[src/rtl/mem_access_ctrl.sv]
`default_nettype none
// ============================================================================
//  Module      : mem_access_ctrl
//  Description : MEM-stage access controller in front of a word-only data
//                memory with a registered 1-cycle read. Sizes and extends
//                byte/half/word loads and performs SB/SH as a 2-cycle
//                read-modify-write, stalling the pipeline while busy.
//                Optional feature macro: MISALIGN_TRAP_EN (drop misaligned
//                or reserved-size requests and pulse misalign_err).
//  Revision    : 1.0 - initial release
// ============================================================================
module mem_access_ctrl #(
  parameter int WORD_AW = 10
) (
  input  logic        clk_50,
  input  logic        rst,
  input  logic        req_valid,
  input  logic        req_write,
  input  logic [1:0]  req_size,
  input  logic        req_unsigned,
  input  logic [31:0] req_addr,
  input  logic [31:0] req_wdata,
  output logic        stall,
  output logic        load_valid,
  output logic [31:0] load_data,
  output logic        misalign_err,
  output logic        MEMRead,
  output logic        MEMWrite,
  output logic [31:0] ADDR,
  output logic [31:0] WD,
  input  logic [31:0] RD
);

  typedef enum logic [1:0] {
    ST_IDLE      = 2'd0,
    ST_LD_WAIT   = 2'd1,
    ST_RMW_MERGE = 2'd2
  } state_t;

  localparam logic [1:0] c_SZ_BYTE = 2'b00;
  localparam logic [1:0] c_SZ_HALF = 2'b01;
  localparam logic [1:0] c_SZ_WORD = 2'b10;
  localparam logic [1:0] c_SZ_RSVD = 2'b11;

  state_t               r_state;
  state_t               w_next;
  logic [1:0]           r_off;
  logic [1:0]           r_size;
  logic                 r_unsigned;
  logic [WORD_AW-1:0]   r_waddr;
  logic [15:0]          r_wdata;

  logic                 w_trap;
  logic [1:0]           w_eff_size;
  logic [1:0]           w_eff_off;
  logic [WORD_AW-1:0]   w_req_waddr;
  logic                 w_word_store;
  logic                 w_issue;
  logic [31:0]          w_rd_shift;
  logic [31:0]          w_load;
  logic [31:0]          w_lane_mask;
  logic [31:0]          w_merge;
  logic                 w_unused_addr;

  // Upper address bits lie beyond the memory and are deliberately ignored.
  assign w_unused_addr = &{1'b0, req_addr[31:WORD_AW+2]};

`ifdef MISALIGN_TRAP_EN
  logic w_misaligned;
  assign w_misaligned = (req_size == c_SZ_RSVD) ||
                        ((req_size == c_SZ_HALF) && req_addr[0]) ||
                        ((req_size == c_SZ_WORD) && (req_addr[1:0] != 2'b00));
  assign w_trap = w_misaligned;
`else
  assign w_trap = 1'b0;
`endif

  // Reserved size behaves as a word; offsets are masked to the access size,
  // which is a no-op for aligned requests and implements the non-trap mode.
  assign w_eff_size   = (req_size == c_SZ_RSVD) ? c_SZ_WORD : req_size;
  assign w_eff_off    = (w_eff_size == c_SZ_BYTE) ? req_addr[1:0] :
                        (w_eff_size == c_SZ_HALF) ? {req_addr[1], 1'b0} : 2'b00;
  assign w_req_waddr  = req_addr[WORD_AW+1:2];
  assign w_word_store = req_write && (w_eff_size == c_SZ_WORD);
  assign w_issue      = (r_state == ST_IDLE) && req_valid && !w_trap && !w_word_store;

  // Lane extraction / merge on the registered read data (little-endian lanes).
  assign w_rd_shift  = RD >> {r_off, 3'b000};
  assign w_lane_mask = ((r_size == c_SZ_BYTE) ? 32'h0000_00FF : 32'h0000_FFFF) << {r_off, 3'b000};
  assign w_merge     = (RD & ~w_lane_mask) | (({16'h0000, r_wdata} << {r_off, 3'b000}) & w_lane_mask);

  // Size and extend the load result from the current memory read data.
  always_comb begin
    w_load = RD;
    case (r_size)
      c_SZ_BYTE: w_load = {{24{~r_unsigned & w_rd_shift[7]}},  w_rd_shift[7:0]};
      c_SZ_HALF: w_load = {{16{~r_unsigned & w_rd_shift[15]}}, w_rd_shift[15:0]};
      default:   w_load = RD;
    endcase
  end

  // State register; asynchronous reset drops any pending RMW write at once.
  always_ff @(posedge clk_50 or posedge rst) begin
    if (rst) begin
      r_state <= ST_IDLE;
    end else begin
      r_state <= w_next;
    end
  end

  // Request context captured when a two-cycle operation is issued.
  always_ff @(posedge clk_50 or posedge rst) begin
    if (rst) begin
      r_off      <= 2'b00;
      r_size     <= 2'b00;
      r_unsigned <= 1'b0;
      r_waddr    <= '0;
      r_wdata    <= 16'h0000;
    end else if (w_issue) begin
      r_off      <= w_eff_off;
      r_size     <= w_eff_size;
      r_unsigned <= req_unsigned;
      r_waddr    <= w_req_waddr;
      r_wdata    <= req_wdata[15:0];
    end
  end

  // Next-state and output decode; everything idles at zero.
  always_comb begin
    w_next       = r_state;
    stall        = 1'b0;
    load_valid   = 1'b0;
    load_data    = 32'h0000_0000;
    misalign_err = 1'b0;
    MEMRead      = 1'b0;
    MEMWrite     = 1'b0;
    ADDR         = 32'h0000_0000;
    WD           = 32'h0000_0000;
    case (r_state)
      ST_IDLE: begin
        if (req_valid) begin
          if (w_trap) begin
            misalign_err = 1'b1;
          end else if (w_word_store) begin
            MEMWrite = 1'b1;
            ADDR     = {{(30-WORD_AW){1'b0}}, w_req_waddr, 2'b00};
            WD       = req_wdata;
          end else begin
            MEMRead = 1'b1;
            stall   = 1'b1;
            ADDR    = {{(30-WORD_AW){1'b0}}, w_req_waddr, 2'b00};
            w_next  = req_write ? ST_RMW_MERGE : ST_LD_WAIT;
          end
        end
      end
      ST_LD_WAIT: begin
        load_valid = 1'b1;
        load_data  = w_load;
        w_next     = ST_IDLE;
      end
      ST_RMW_MERGE: begin
        MEMWrite = 1'b1;
        ADDR     = {{(30-WORD_AW){1'b0}}, r_waddr, 2'b00};
        WD       = w_merge;
        w_next   = ST_IDLE;
      end
      default: begin
        w_next = ST_IDLE;
      end
    endcase
  end

endmodule
`default_nettype wire
[config.mk]
export PLATFORM = sky130hd
export DESIGN_NAME = mem_access_ctrl
export DESIGN_NICKNAME = d
export VERILOG_FILES = /design/src/rtl/mem_access_ctrl.sv
export SDC_FILE = /design/constraint.sdc
export NUM_CORES = 1
export LEC_CHECK = 0
export ABC_AREA = 1
export CAP_MARGIN = 20
export CORE_ASPECT_RATIO = 0.9
export CORE_MARGIN = 3
export CORE_UTILIZATION = 41
export DETAILED_ROUTE_END_ITERATION = 6
export PLACE_DENSITY_LB_ADDON = 0.25
export SETUP_SLACK_MARGIN = 0.4
export SLEW_MARGIN = 15
export SYNTH_ARGS = -nofsm -noshare
export SYNTH_HDL_FRONTEND = slang
export SYNTH_SLANG_ARGS = --single-unit
[constraint.sdc]
create_clock -name clk_50 -period 2.4 [get_ports clk_50]
set_clock_uncertainty 0.1 [all_clocks]
set_input_delay 0.36 -clock clk_50 [delete_from_list [all_inputs] [get_ports clk_50]]
set_output_delay 0.36 -clock clk_50 [all_outputs]
set_load 0.1 [all_outputs]
==> results of run 1 <==
## stage by stage
| stage | hold slack (ns) | area [um2] | utilization [%] |
|---|---|---|---|
| after detailed placement | 0.379 | 6840 | 88.0 |
| after floorplan | 0.326 | 4480 | - |
| after global placement | 0.366 | 6840 | 88.0 |
## logic make-up after synthesis
family,synth area share (%)
simple gates,27.7
compound gates,28.9
buf+inv,18.8
flops,24.5
other cells,0.111
==> metrics.md, run 1 <==
| Metric | Value |
|---|---|
| Die width | 102 um |
| #FFs+latches synth | 33 |
| RD Place Congestion | 0.926 |
| Last stage the flow got to | clock tree synthesis |
| Sink count of the clock tree | 33 |
| CTS root buffer | clkbuf_8 |
| # hold bufs at CTS | 0 |
| DPL Wire Length | 12700 um |
| Mean Syn Cell Area | 5.94 um2 |
| Synth area leaders | dfrtp_1 (24%), nand2_1 (19%), o21ai_0 (18%), inv_1 (7.9%), buf_4 (6.2%) |
| Initial core utilization | between 40% and 50% |
| Unique cell type count in the Yosys netlist | 29 |
| TritonCTS Buffers | 5 |
| Io pins | 204 |
| Register area share after synthesis | between 20% and 30% |
| FP Rows | 30 |
| Ys flop type | dfrtp_1 |
| PostCTS Resize Cnt | 149 |
| First error | [ERROR DPL-0038] Utilization greater than 100%, impossible to legalize |
| Outcome | aborted with a tool error |
| Post-Syn Instances | ~570 |
| Cell total after placement | 820 |
| Max Root-Sink Buffers | 2 |
| Ys async rst share | 100% |
| Top post-synthesis cells by count | nand2_1 (168), o21ai_0 (118), inv_1 (71) |
| Cell taking the most area after synthesis | dfrtp_1 |
| Top cell type's share of synthesized area | 24.5% |
| Port Buf Inserts | 160 |
| Post-synth EDFFs | 0 |
| CTS H-tree depth | 2 |
| Most common cell in the netlist | nand2_1 |
| Die Height | 92.1 um |
| DP Worst Slack | -0.0558 ns |
| Warning count from the yosys run | 0 |
| Cell area after synthesis | about 0.0034 mm2 |
| Post-CTS Repair Setup Buffers | 24 |
==> run 2: changes to the inputs <==
--- a/config.mk
+++ b/config.mk
@@ -7,12 +7,10 @@
 export LEC_CHECK = 0
 export ABC_AREA = 1
 export CAP_MARGIN = 20
-export CORE_ASPECT_RATIO = 0.9
 export CORE_MARGIN = 3
-export CORE_UTILIZATION = 41
+export CORE_UTILIZATION = 40
 export DETAILED_ROUTE_END_ITERATION = 6
-export PLACE_DENSITY_LB_ADDON = 0.25
-export SETUP_SLACK_MARGIN = 0.4
+export PLACE_DENSITY_LB_ADDON = 0.15
 export SLEW_MARGIN = 15
 export SYNTH_ARGS = -nofsm -noshare
 export SYNTH_HDL_FRONTEND = slang
==> run 2 against run 1 <==
  * The flow now finishes, with violations (negative setup slack)
  * Synthesized cell count unchanged
  * Area after synthesis unchanged
==> metrics.md, run 2 <==
| Metric | Value |
|---|---|
| P_sw | 0.00200 W |
| CP arrival | about 2.0 ns |
| Area added between synthesis and finish | 97.6% |
| Max Used Layer | met4 |
| ANT nets after route | 0 |
| Crit-path cells | buf_12 > nand2_8 > clkinvlp_4 > a21oi_4 > nand2_1 > nand3_1 > nand2_1 > buf_12 |
| Req. time, crit path | ~1.9 ns |
| Pin count of the biggest net entering global routing | 34 |
| DR vias | 4680 |
| Outcome | complete, but fails checks |
| Post-Syn Instances | 568 (unchanged) |
| DRC viols | 0 |
| #FFs+latches synth | 33 (unchanged) |
| Worst-margin pin slew | ~0.50 ns |
| Routed via count divided by cell count | 5.44 |
| Largest stage delay, worst path | 0.45 ns |
| Share of power burned in the clock network | 11.5% |
| Initial antenna violation count | 0 |
| Ys flop type | dfrtp_1 |
| Synth area leaders | dfrtp_1 (24%), nand2_1 (19%), o21ai_0 (18%), inv_1 (7.9%), buf_4 (6.2%) |
| CTS root buffer | clkbuf_8 |
| DP Worst Slack | -0.152 ns (-0.0959 ns) |
| Post-synth EDFFs | 0 (unchanged) |
| Most frequent cells in the layout | nand2_1 (152), clkdlybuf4s50_1 (82), buf_12 (81) |
| Cell taking the most area after synthesis | dfrtp_1 |
| Initial drt markers | 330 |
| Largest Register | r_wdata |
| Worst hold path type | input pin to async pin |
| TritonCTS Buffers | 5 (unchanged) |
| Register area share after synthesis | 24.5% (unchanged) |
| Warning count from the yosys run | 0 (unchanged) |
| Clk slew on worst S/H paths | about 0.070 ns |
| DPL Wire Length | 12000 um (-5.6%) |
| Io pins | 204 (unchanged) |
| Mean Syn Cell Area | 5.94 um2 (unchanged) |
| Leak | between 2 and 3 nW |
| Max-cap violations | 0 |
| Tcrit/Tclk final | 102% |
| Ys async rst share | 100% (unchanged) |
| Crit. End Element | output port |
| # hold bufs at CTS | 0 (unchanged) |
| Worst Path Buf+Inv | 3 |
| Sink count of the clock tree | 33 (unchanged) |
| CTS H-tree depth | 2 (unchanged) |
| Peak supply drop | ~0.45 mV |
| Share of cells above drive strength 1 | 34.4% |
| Routed WL | 15400 um |
| Top cell type's share of synthesized area | 24.5% (unchanged) |
| FP Rows | 32 (+6.7%) |
| Top flop regs | r_wdata x16, r_waddr x10 |
| RD Place Congestion | 0.994 (+7.4%) |
| Slew Viols, Final | 0 |
| CP Launch Type | flip-flop |
| Metal2 WL | 7530 um |
| CP Class | flip-flop to output port |
| Hold WS | 0.377 ns |
| PwrDens | 563 mW/mm2 |
| Top post-synthesis cells by count | nand2_1 (168), o21ai_0 (118), inv_1 (71) |
| Port Buf Inserts | 160 (unchanged) |
| Most common cell in the netlist | nand2_1 |
| Cell area after synthesis | 0.00337 mm2 (unchanged) |
| Total global-route track usage | 31.0% |
| CP max-delay cell | dfrtp_2 |
| Critical path's top delay family | buffers and inverters |
| Nets | between 800 and 900 |
| Met3 Wirelength | 1430 um |
| Vias in the first global route | 4529 |
| Tmin final | around 2.4 ns |
| Setup WS post-layout | -0.0410 ns |
| First-pass DRT Iterations | 5 |
| Die width | 97.8 um (-3.7%) |
| Max_slew headroom | 66.4% |
| Grt ovf | 0 |
| CTS tree | built |
| Commonest non-fill, non-tap cell in the layout | nand2_1 |
| Skew-Pair Late Insertion Delay | 0.29 ns |
| Core area | 0.00797 mm2 |
| Max FFs per register | 16 |
| DIE AREA | 0.00957 mm2 |
| FMAX | roughly 410 MHz |
| Reg power frac | a little under a fifth |
| Hold Vio Cnt, Final | 0 |
| Metal-1 WL | slightly below 6000 um |
| Routed WL per cell | 17.9 um |
| Logic gate share of total power | 69.6% |
| Unique cell type count in the Yosys netlist | 29 (unchanged) |
| P_int | 0.00175 W |
| Diodes inserted | 0 |
| Crit Path Max Fanout | 8 |
| Switching part of the total | 53.4% |
| Total design power | 0.00375 W |
| Global-route wire length before repair | ~24000 um |
| Unrepaired setup endpoints after global routing | yes |
| # setup viols final | 5 |
| Failing checks | negative setup slack |
| Max Root-Sink Buffers | 2 (unchanged) |
| Initial core utilization | 42.3% (-1.1 points) |
| Die Height | 97.8 um (+6.3%) |
[run 2: cell counts after synthesis]
No cell type changed its count.
[run 2: layout make-up]
class                           count  area [um2]
Timing Repair Buffer              214        2880
Multi-Input combinational cell    428        2440
Fill cell                         477        1300
Sequential cell                    33         828
Inverter                           76         302
Tap cell                          102         128
Clock buffer                        7        86.3
Timing Repair inverter              1        7.51
[run 2: worst paths after layout]
path                                  from          to  slack, ns  cells past startpoint
worst max-delay path              r_off[0]      WD[20]      -0.04                      8
worst min-delay path                   rst  r_waddr[9]       0.38                      3
worst max register to register  r_state[0]  r_wdata[1]       0.38                      7
worst min register to register  r_waddr[7]  r_waddr[7]       0.39                      2
max in group asynchronous              rst   r_size[1]       1.49                      3
min in group clk_50             r_waddr[7]  r_waddr[7]       0.39                      2
[run 2: per-layer routing]
layer | GRT usage [%] | vias to the layer above
met4 | 13.2 | 0
met5 | 0 | -
li1 | - | 2159
met2 | 50.7 | 304
met1 | 39.6 | 2172
met3 | 6.64 | 45
[run 2: cells by family after synthesis]
| family | after synthesis | synth area share [%] |
|---|---|---|
| flip-flops | 33 | 24.5 |
| AND/OR/NAND/NOR | 224 | 27.7 |
| other | 1 | 0.111 |
| buffers and inverters | 130 | 18.8 |
| AO/OA/AOI/OAI | 180 | 28.9 |
[run 2: power by group through the flow]
| stage | Sequential [W] | Combinational [W] | Clock (W) |
|---|---|---|---|
| floorplan | 0.000693 | 0.00160 | 0 |
| global placement | 0.000705 | 0.00236 | 0 |
| detailed placement | 0.000712 | 0.00240 | 0 |
| CTS | 0.000705 | 0.00247 | 0.000433 |
| global route | 0.000720 | 0.00273 | 0.000455 |
| finish | 0.000711 | 0.00261 | 0.000431 |
[run 2: worst min-delay path, cell delays in order]
cell	delay [ns]
clkdlybuf4s50_1	0.39
inv_1	0.06
buf_4	0.39
[run 2: timing repair]
| action | CTS | global route |
|---|---|---|
| pin swaps | 4 | 28 |
| setup buffers | 5 | 11 |
| setup endpoints to repair | 48 | 53 |
| resized for setup | 14 | 75 |
| gates cloned | 2 | 1 |
[run 2: stage by stage]
stage	utilization (%)	area (um2)	setup TNS (ns)	cells
2_1_floorplan	-	3780	-0.257	590
3_3_place_gp	78.5	6250	-0.560	836
3_5_place_dp	78.5	6250	-0.838	836
4_1_cts	81.0	6450	-0.0488	850
5_1_grt	83.7	6670	-0.630	861
6_report	83.7	6670	-0.0867	861
Power figures use the tool's default switching activity.
